<file path="src/rtl/la_cdc_txctrl.sv">
// Source-side sequencer for a toggle req/ack multi-bit CDC: captures one word,
// holds it on tx_data, toggles tx_req and waits for the synchronized ack echo.

module la_dsync #(
    parameter int STAGES = 2
) (
    input  logic clk,
    input  logic d,
    output logic q
);
    logic [STAGES-1:0] sync_r;

    // Plain flop chain; deliberately unreset so it stays a clean synchronizer.
    always_ff @(posedge clk) begin
        sync_r <= {sync_r[STAGES-2:0], d};
    end

    assign q = sync_r[STAGES-1];
endmodule

module la_cdc_txctrl #(
    parameter int DW      = 8,
    parameter int STAGES  = 2,
    parameter int TIMEOUT = 255,
    parameter int CW      = 8
) (
    input  logic          clk,
    input  logic          rst,
    input  logic          in_valid,
    output logic          in_ready,
    input  logic [DW-1:0] in_data,
    output logic [DW-1:0] tx_data,
    output logic          tx_req,
    input  logic          ack_async,
    output logic          busy,
    output logic          err,
    input  logic          err_clear
);
    typedef enum logic [1:0] {
        ST_SYNC = 2'd0,
        ST_IDLE = 2'd1,
        ST_WAIT = 2'd2
    } state_t;

    localparam logic [CW-1:0] TO_C = CW'(TIMEOUT);

    state_t        state_r;
    logic [CW-1:0] cnt_r;
    logic [DW-1:0] tx_data_r;
    logic          tx_req_r;
    logic          err_r;
    logic          ack_sync_s;
    logic [CW-1:0] cnt_inc_s;
    logic          waiting_s;
    logic          hit_s;
    logic          match_s;

    la_dsync #(.STAGES(STAGES)) u_ack_sync (
        .clk (clk),
        .d   (ack_async),
        .q   (ack_sync_s)
    );

    // Saturating counter increment and timeout detection for WAIT/SYNC.
    always_comb begin
        if (cnt_r == TO_C) begin
            cnt_inc_s = cnt_r;
        end else begin
            cnt_inc_s = cnt_r + CW'(1);
        end
        waiting_s = (state_r == ST_WAIT) || (state_r == ST_SYNC);
        hit_s     = waiting_s && (TIMEOUT != 0) && (cnt_inc_s == TO_C);
        match_s   = (ack_sync_s == tx_req_r);
    end

    // Handshake FSM with registered data, request, counter and sticky error.
    always_ff @(posedge clk) begin
        if (rst) begin
            state_r   <= ST_SYNC;
            cnt_r     <= {CW{1'b0}};
            tx_data_r <= {DW{1'b0}};
            tx_req_r  <= 1'b0;
            err_r     <= 1'b0;
        end else begin
            case (state_r)
                ST_SYNC: begin
                    cnt_r <= cnt_inc_s;
                    if (match_s) begin
                        state_r <= ST_IDLE;
                    end else begin
                        state_r <= ST_SYNC;
                    end
                end
                ST_IDLE: begin
                    if (in_valid) begin
                        tx_data_r <= in_data;
                        tx_req_r  <= ~tx_req_r;
                        cnt_r     <= {CW{1'b0}};
                        state_r   <= ST_WAIT;
                    end else begin
                        state_r   <= ST_IDLE;
                    end
                end
                ST_WAIT: begin
                    cnt_r <= cnt_inc_s;
                    if (match_s) begin
                        state_r <= ST_IDLE;
                    end else begin
                        state_r <= ST_WAIT;
                    end
                end
                default: begin
                    cnt_r   <= {CW{1'b0}};
                    state_r <= ST_SYNC;
                end
            endcase

            // A timeout in the same cycle as err_clear keeps the flag set.
            if (hit_s) begin
                err_r <= 1'b1;
            end else if (err_clear) begin
                err_r <= 1'b0;
            end else begin
                err_r <= err_r;
            end
        end
    end

    assign in_ready = (state_r == ST_IDLE);
    assign busy     = (state_r != ST_IDLE);
    assign tx_data  = tx_data_r;
    assign tx_req   = tx_req_r;
    assign err      = err_r;
endmodule

</file>
<file path="config.mk">
export PLATFORM = sky130hd
export DESIGN_NAME = la_cdc_txctrl
export DESIGN_NICKNAME = d
export VERILOG_FILES = /design/src/rtl/la_cdc_txctrl.sv
export SDC_FILE = /design/constraint.sdc
export NUM_CORES = 1
export LEC_CHECK = 0
export BUFFER_PORTS_ARGS = -buffer_cell sky130_fd_sc_hd__clkbuf_2
export CORE_MARGIN = 5
export CORE_UTILIZATION = 46
export CTS_CLUSTER_DIAMETER = 80
export DETAILED_ROUTE_END_ITERATION = 10
export MAX_ROUTING_LAYER = met4
export PLACE_DENSITY = 0.84
export SLEW_MARGIN = 20
export SYNTH_ARGS = -nofsm -noshare
export SYNTH_HDL_FRONTEND = slang
export SYNTH_SLANG_ARGS = --single-unit
</file>
<file path="constraint.sdc">
create_clock -name clk -period 1.55 [get_ports clk]
set_input_delay 0.155 -clock clk [delete_from_list [all_inputs] [get_ports clk]]
set_output_delay 0.155 -clock clk [all_outputs]
set_load 0.005 [all_outputs]
</file>
==> flow_metrics.py, run 1 <==
metrics = {
    "synthesis": {
        "syn_area_per_cell_um2": 8.34,
        "synth_top_family_by_area": "simple AND/OR/NAND/NOR gates",
        "ys_ff_latch": 22,
        "synth_cell_types": 35,
        "synth_commonest_cells": "dfxtp_1 (22), a21oi_1 (16), nand2_1 (15)",
        "yosysTopAreaCell": "dfxtp_1",
        "synthAdderAreaFrac_pct": 1.25,
        "synthArstFlopShare_pct": 0,
        "netlist.area_leader.share_pct": 44.0,
        "synth_edf_count": 0,
        "synthCells": 120,
        "synthTopCellsByArea": "dfxtp_1 (44%), a21oi_1 (8.0%), nand2_1 (5.6%)",
        "yosys_warnings": 0,
        "synthMuxAreaShare_pct": 0,
        "ys_seq_area_share_pct": 44.0,
        "synth-simple-area-share_pct": 26.8,
        "syn_nets": 134,
        "synth.most_common_cell": "dfxtp_1",
        "syn_area_um2": 1000,
        "synth-compound-area-share_pct": 20.0,
        "synthXorXnorAreaFrac_pct": 2.62,
        "synth_ff_type": "dfxtp_1",
    },
    "sta": {
        "hold_viol_final": 0,
        "min_period_ps": 1460,
        "setup_viol": 0,
        "rsz0062_at_grt": "false",
        "finalCritPeriodShare_pct": 94.3,
        "fin_worst_skew_ps": 7.11,
        "relSlewSlack_pct": 72.0,
        "setup_slack_ps": 88.1,
        "max_freq_ghz": 0.684,
        "tns_ps": 0,
        "worstMarginPinSlew_ps": 419,
        "drv_slew": 0,
    },
    "clock_network": {
        "clk_latency_ps": 300,
        "cts_buffers": 3,
        "root_buffer": "clkbuf_4",
        "cts_tree": "built",
        "h-tree-depth": 1,
        "ctsLongestPathBuffers": 2,
        "cts_setup_buffers": 0,
        "path_clk_slew_ps": 120,
        "clock_sinks": 22,
    },
    "place": {
        "numPortBuffers": 24,
        "dpl_worst_slack_ps": 108,
        "post-dp-hpwl_mm": 1.66,
        "place.gp.congestion": 0.881,
    },
    "critical_path": {
        "crit_chain": "ha_1, nand2_1, or4b_1, a21oi_1, nor3_1",
        "worstSetupPathType": "flip-flop to flip-flop",
        "cp-end-kind": "flip-flop",
        "max_stage_delay_ps": 480,
        "required_ps": 1740,
        "crit_fanout": 3,
        "cp-start-kind": "flip-flop",
        "cp_slowest_cell": "or4b_1",
        "cp.arrival_ps": 1650,
    },
    "routing": {
        "dr.first_iter.drc_count": 26,
        "via_per_inst": 5.58,
        "dr_total_vias": 988,
        "ant_nets": 0,
        "drcViolationCount": 0,
        "routed_wl_mm": 2.30,
        "drtPass1Iterations": 4,
        "post_drt_wl_per_cell_um": 13.0,
    },
    "layout": {
        "nets": 165,
        "drive_gt1_share_pct": 27.3,
        "num_antenna_cells": 0,
        "area_growth_pct": 21.0,
    },
    "floorplanning": {
        "start_util_pct": 49.5,
        "die_width_um": 56.6,
        "core_area_um2": 2020,
        "fp.dieH_um": 56.6,
        "pin_count": 25,
        "rows": 16,
        "dieArea_um2": 3210,
    },
    "global_routing": {
        "grt-ovfl-total": 0,
        "grt_pass1_vias": 909,
        "antenna_found_initial": 0,
        "grt_pass1_wl_mm": 4.03,
        "grt_start_max_net_pins": 22,
        "grt_util_all_layers_pct": 15.8,
    },
    "power": {
        "cellPowerDensity_nw_per_um2": 923,
        "ir_drop_uv": 573,
        "p_leak_nw": 0.464,
    },
    "job": {
        "drv_cap": 0,
    },
    "worst_hold_path": {
        "hold_path_class": "input pin to flip-flop",
    },
    "run_status": {
        "status": "completed",
    },
}
==> layout make-up <==
type	instances	area, µm²
fill	170	811
multi-input combinational	90	509
sequential	22	442
timing repair buffer	32	183
clock buffer	4	36.3
tap	27	33.8
inverter	2	7.51
==> power by group <==
group / switching, mW / leakage [nW] / total [mW] / internal (mW)
combinational: 0.105 / 0.263 / 0.188 / 0.0826
sequential: 0.0225 / 0.180 / 0.617 / 0.595
clock: 0.169 / 0.0210 / 0.312 / 0.143
total: 0.297 / 0.464 / 1.12 / 0.820
==> timing repair <==
action,4_1_cts,5_1_grt
hold buffers,1,0
endpoints found under the hold margin,1,0
resized for setup,0,2
setup endpoints to repair,0,4
==> flip-flops by register name, summed over array words and instances, names as in the netlist <==
signal             count
cnt_r                  8
err                    1
state_r                2
tx_data                8
tx_req                 1
u_ack_sync.sync_r      2
==> cells in the final DEF (no fill, tap or decap), drive strengths merged <==
cell type and instances:
a211oi 2, o2111ai 1, or3b 1, clkbuf 28, or4b 1, or3 1
dfxtp 22, buf 7, o21ai 2, o21bai 1, clkinv 1, nor2 11
and3 1, a31oi 1, a21oi 16, nand4b 1, nand3 12, o211ai 2
o31ai 3, nand2b 2, a41oi 3, dlygate4sd3 1, xnor2 1, inv 1
nor3 3, nand2 16, nand4 3, o311ai 1, ha 1, and2 2
xor2 2
==> through the flow <==
stage | cell area, µm² | cells | hold slack [ps] | utilization [%] | power [mW]
finish | 1210 | 177 | 76.1 | 59.9 | 1.12
global route | 1210 | 177 | 72.5 | 59.9 | 1.18
CTS | 1210 | 177 | 67.4 | 59.7 | 1.12
detailed placement | 1160 | 172 | 261 | 57.4 | 0.810
global placement | 1160 | 172 | 259 | 57.4 | 0.806
floorplan | 1000 | 120 | 183 | - | 0.735
==> worst max-delay path, delay by kind of cell (launching register included) <==
family / cells / cell delay, ps
flops: 1 / 370
fa+ha+maj: 1 / 190
simple gates: 3 / 630
compound gates: 1 / 160
==> routing by layer <==
metal / share of wire (%) / GRT usage, % / up-vias
met1: 43 / 19.9 / 446
met4: 0.83 / 4.75 / 0
met5: 0 / - / -
met3: 6.0 / 3.21 / 4
li1: - / - / 495
met2: 50 / 25.2 / 43
==> kinds of logic after synthesis <==
| kind of cell | after synthesis |
|---|---|
| adders and majority gates | 1 |
| xor gates and xnor gates | 3 |
| buffers and inverters | 8 |
| AOI/OAI and AO/OA | 32 |
| and+or+nand+nor | 54 |
| DFF | 22 |
==> final timing paths <==
check / slack, ps / startpoint / depth (start not counted) / end
max: 90 / cnt_r[0] / 5 / cnt_r[6]
min: 80 / in_data[3] / 3 / tx_data[3]
min reg2reg: 340 / u_ack_sync.sync_r[0] / 0 / u_ack_sync.sync_r[1]
max reg2reg: 90 / cnt_r[0] / 5 / cnt_r[6]
No activity file was read; power rests on OpenSTA's default activity.
==> run 2, diff against run 1 <==
Settings changed: SETUP_SLACK_MARGIN set to 0.1.
==> flow_metrics.py, run 2 (synthesized netlist as in run 1, its figures left out) <==
metrics = {
    "run_status": {
        "status": "completed",
    },
    "global_routing": {
        "antenna_found_initial": 0,
        "grt_util_all_layers_pct": 17.2,
        "grt_start_max_net_pins": 22,
        "grt_pass1_vias": 967,
        "grt_pass1_wl_mm": 4.31,
        "grt-ovfl-total": 0,
    },
    "place": {
        "post-dp-hpwl_mm": 1.76,
        "dpl_worst_slack_ps": 0.858,
        "placed_area_um2": 1140,
        "place.gp.congestion": 0.905,
        "numPortBuffers": 24,
        "placed_cells": 168,
    },
    "routing": {
        "ant_nets": 0,
        "dr.first_iter.drc_count": 33,
        "routed_wl_mm": 2.47,
        "post_drt_wl_per_cell_um": 14.1,
        "via_per_inst": 5.77,
        "drcViolationCount": 0,
        "drtPass1Iterations": 4,
        "dr_total_vias": 1016,
    },
    "sta": {
        "rsz0062_at_grt": "true",
        "worstMarginPinSlew_ps": 434,
        "setup_slack_ps": 96.9,
        "fin_worst_skew_ps": 4.68,
        "min_period_ps": 1450,
        "tns_ps": 0,
        "holdWs_ps": 60.9,
        "drv_slew": 0,
        "relSlewSlack_pct": 71.0,
        "max_freq_ghz": 0.688,
        "hold_viol_final": 0,
        "finalCritPeriodShare_pct": 93.8,
        "setup_viol": 0,
    },
    "worst_hold_path": {
        "hold_path_class": "input pin to flip-flop",
    },
    "layout": {
        "drive_gt1_share_pct": 32.2,
        "instances_no_fill": 176,
        "nets": 164,
        "fin_util_pct": 61.9,
        "num_antenna_cells": 0,
        "final_cell_area_um2": 1250,
        "final_cell_mix": "clkbuf_2 (24), dfxtp_1 (16), a21oi_1 (15), nand2_1 (15), nand3_1 (11)",
        "area_growth_pct": 25.0,
        "layout_commonest_cell": "clkbuf_2",
    },
    "power": {
        "cellPowerDensity_nw_per_um2": 1000,
        "p_sw_share_pct": 24.5,
        "p_total_mw": 1.25,
        "ir_drop_uv": 590,
        "comb_power_share_pct": 15.1,
        "p_int_mw": 0.944,
        "p_leak_nw": 0.468,
        "seqPwrFrac_pct": 49.9,
        "power.clock.fraction_pct": 35.0,
        "switching_power_mw": 0.307,
    },
    "critical_path": {
        "worstSetupPathType": "flip-flop to flip-flop",
        "crit_chain": "ha_4, nand2_1, or4b_4, a21oi_2, nor3_1",
        "crit_end": "cnt_r[6]",
        "worst-path-buf-inv": 0,
        "max_stage_delay_ps": 500,
        "crit_cells": 5,
        "rr_startpoint": "cnt_r[1]",
        "r2r_cells": 5,
        "reg2reg_to": "cnt_r[6]",
        "cp.arrival_ps": 1650,
        "crit_family": "simple AND/OR/NAND/NOR gates",
        "cp-start-kind": "flip-flop",
        "cp-end-kind": "flip-flop",
        "r2r_setup_slack_ps": 100,
        "required_ps": 1750,
        "crit_fanout": 4,
        "cp-startpoint": "cnt_r[1]",
        "cp_slowest_cell": "or4b_4",
    },
    "floorplanning": {
        "rows": 16,
        "start_util_pct": 49.5,
        "die_width_um": 56.6,
        "core_area_um2": 2020,
        "fp.dieH_um": 56.6,
        "pin_count": 25,
        "dieArea_um2": 3210,
    },
    "job": {
        "drv_cap": 0,
    },
    "clock_network": {
        "ctsLongestPathBuffers": 2,
        "clk_latency_ps": 310,
        "cts_tree": "built",
        "clock_sinks": 22,
        "cts_buffers": 3,
        "h-tree-depth": 1,
        "path_clk_slew_ps": 120,
        "root_buffer": "clkbuf_4",
    },
}
## run 2: cell count changes in the layout (fill, tap and decap cells not counted), sizes merged
cell    previous run  this run
buf                7         6
bufinv             0         1
clkbuf            28        27
## run 2: how the worst min path moves through the flow
stage	startpoint	to	slack, ps	cells after the start
after floorplan	ack_async	u_ack_sync.sync_r[0]	180	0
after global placement	ack_async	u_ack_sync.sync_r[0]	260	1
after detailed placement	ack_async	u_ack_sync.sync_r[0]	260	1
after CTS	in_data[6]	tx_data[6]	60	3
after global routing	in_data[3]	tx_data[3]	50	3
final	in_data[6]	tx_data[6]	60	3
## run 2: power by group through the flow
stage               logic (mW)  clock network, mW  registers, mW
floorplan                0.108                  0          0.630
global route             0.211              0.473          0.629
global placement         0.153                  0          0.634
finish                   0.189              0.437          0.624
CTS                      0.186              0.443          0.623
detailed placement       0.161                  0          0.637
## run 2: layout make-up
class                           count  area (µm²)
Clock inverter                      1        30.0
Sequential cell                    22         453
Timing Repair Buffer               31         175
Multi-Input combinational cell     90         529
Inverter                            2        7.51
Tap cell                           27        33.8
Clock buffer                        3        22.5
Fill cell                         181         771
## run 2: worst register-to-register path: cells and delay by family, from the launching register on
kind                     cells  cell delay, ps
AO/OA/AOI/OAI                1             150
adder cells (fa/ha/maj)      1             150
AND/OR/NAND/NOR              3             650
flip-flops                   1             390
## run 2: timing repair
action | in CTS | in global routing
pin swaps | 0 | 4
resized for setup | 7 | 3
setup buffers | 2 | 1
hold buffers | 1 | 0
endpoints found under the hold margin | 1 | 0
endpoints found under the setup margin | 6 | 9
## run 2: routing by layer
layer / global-route usage (%) / vias to the layer above / part of all wire [%]
met1: 18.9 / 476 / 40
li1: - / 494 / -
met2: 29.9 / 37 / 52
met5: - / - / 0
met4: 7.80 / 0 / 2.3
met3: 3.21 / 9 / 5.8
==> run 3, diff against run 2 <==
Settings changed: CORE_UTILIZATION 46 to 48, REMOVE_ABC_BUFFERS set to 1.
Clock period 1.55 ns to 1.6 ns, I/O delays scaled along.
==> flow_metrics.py, run 3 (synthesized netlist as in run 1, its figures left out) <==
metrics = {
    "run_status": {
        "status": "completed",
    },
    "layout": {
        "final_cell_mix": "clkbuf_2 (24), dfxtp_1 (18), a21oi_1 (15), nand2_1 (15), nand3_1 (11)",
        "nets": 164,
        "instances_no_fill": 176,
        "drive_gt1_share_pct": 32.2,
        "layout_commonest_cell": "clkbuf_2",
        "num_antenna_cells": 0,
        "nFillCells": 156,
        "area_growth_pct": 25.6,
    },
    "worst_hold_path": {
        "hold_path_class": "input pin to flip-flop",
        "hold_end": "tx_data[6]",
        "hold_depth": 3,
        "hold_start": "in_data[6]",
    },
    "critical_path": {
        "cp-end-kind": "flip-flop",
        "cp_slowest_cell": "or4b_4",
        "worstSetupPathType": "flip-flop to flip-flop",
        "worst-path-buf-inv": 0,
        "cp.arrival_ps": 1640,
        "required_ps": 1790,
        "r2r_setup_slack_ps": 150,
        "r2r_cells": 5,
        "crit_family": "simple AND/OR/NAND/NOR gates",
        "crit_chain": "ha_4, nand2_1, or4b_4, a21oi_2, nor3_1",
        "max_stage_delay_ps": 500,
        "rr_startpoint": "cnt_r[0]",
        "crit_fanout": 3,
        "reg2reg_to": "cnt_r[6]",
        "cp-start-kind": "flip-flop",
    },
    "routing": {
        "drcViolationCount": 0,
        "dr.first_iter.drc_count": 69,
        "routed_wl_mm": 2.67,
        "dr_total_vias": 1065,
        "drtPass1Iterations": 5,
        "ant_nets": 0,
        "post_drt_wl_per_cell_um": 15.2,
        "via_per_inst": 6.05,
    },
    "global_routing": {
        "grt_pass1_wl_mm": 4.20,
        "antenna_found_initial": 0,
        "grt_util_all_layers_pct": 17.1,
        "grt_pass1_vias": 984,
        "grt-ovfl-total": 0,
        "grt_start_max_net_pins": 22,
    },
    "floorplanning": {
        "start_util_pct": 50.5,
        "pin_count": 25,
        "die_width_um": 55.7,
        "fp.dieH_um": 55.7,
        "rows": 16,
        "dieArea_um2": 3100,
        "core_area_um2": 1980,
    },
    "power": {
        "p_leak_nw": 0.473,
        "ir_drop_uv": 679,
        "cellPowerDensity_nw_per_um2": 968,
    },
    "sta": {
        "drv_slew": 0,
        "hold_viol_final": 0,
        "worstMarginPinSlew_ps": 458,
        "tns_ps": 0,
        "relSlewSlack_pct": 69.4,
        "rsz0062_at_grt": "false",
        "min_period_ps": 1450,
        "fin_worst_skew_ps": 1.85,
        "finalCritPeriodShare_pct": 90.5,
        "setup_viol": 0,
        "max_freq_ghz": 0.690,
    },
    "clock_network": {
        "h-tree-depth": 1,
        "cts_buffers": 3,
        "clock_sinks": 22,
        "path_clk_slew_ps": 120,
        "ctsLongestPathBuffers": 2,
        "root_buffer": "clkbuf_4",
        "cts_tree": "built",
        "clk_latency_ps": 310,
    },
    "place": {
        "numPortBuffers": 24,
        "place.gp.congestion": 0.879,
        "placed_cells": 170,
        "post-dp-hpwl_mm": 1.65,
    },
    "job": {
        "drv_cap": 0,
    },
}
==> run 3: what timing repair did <==
| item | in CTS | in global routing |
|---|---|---|
| gates cloned | 0 | 0 |
| hold buffers | 1 | 0 |
| setup buffers | 0 | 1 |
| resized for setup | 2 | 11 |
| pin swaps | 0 | 1 |
| endpoints found under the hold margin | 1 | 0 |
| endpoints found under the setup margin | 5 | 8 |
==> run 3: worst min-delay path: stages <==
cell	delay, ps
clkbuf_2	80
nand3_1	60
a21oi_1	50
==> run 3: report_power, final <==
group / total, mW / internal [mW] / switching [mW]
sequential: 0.606 / 0.578 / 0.0275
combinational: 0.185 / 0.0821 / 0.103
clock: 0.426 / 0.253 / 0.173
total: 1.22 / 0.913 / 0.304
==> run 3: layout make-up <==
cell class | instances | area [µm²] | share of cell area [%]
Clock buffer | 3 | 22.5 | 1.79
Timing Repair Buffer | 31 | 175 | 13.9
Tap cell | 27 | 33.8 | 2.69
Inverter | 2 | 7.51 | 0.597
Clock inverter | 1 | 30.0 | 2.39
Sequential cell | 22 | 448 | 35.6
Multi-Input combinational cell | 90 | 541 | 43.0
==> run 3: worst max-delay path by stage <==
stage / depth (start not counted) / to / startpoint
2_1_floorplan: 5 / cnt_r[6] / cnt_r[0]
3_3_place_gp: 5 / cnt_r[6] / cnt_r[0]
3_5_place_dp: 5 / cnt_r[6] / cnt_r[0]
4_1_cts: 5 / cnt_r[6] / cnt_r[0]
5_1_grt: 5 / cnt_r[6] / cnt_r[0]
6_report: 5 / cnt_r[6] / cnt_r[0]
==> run 3: routing by layer <==
metal	up-vias	GRT usage [%]	part of all wire (%)
li1	496	-	-
met5	-	-	0
met2	63	30.7	49
met3	19	2.55	8.5
met4	0	11.5	4.2
met1	487	16.9	38
==> run 3: metrics by stage <==
step	hold WS, ps	setup slack, ps	power [mW]	util [%]	instance area [µm²]
6_report	69.1	152	1.22	63.4	1260
3_3_place_gp	265	129	0.765	57.8	1150
5_1_grt	59.7	107	1.26	63.4	1260
3_5_place_dp	265	30.5	0.772	57.8	1150
4_1_cts	61.9	69.4	1.20	61.4	1220
2_1_floorplan	188	55.7	0.696	-	955
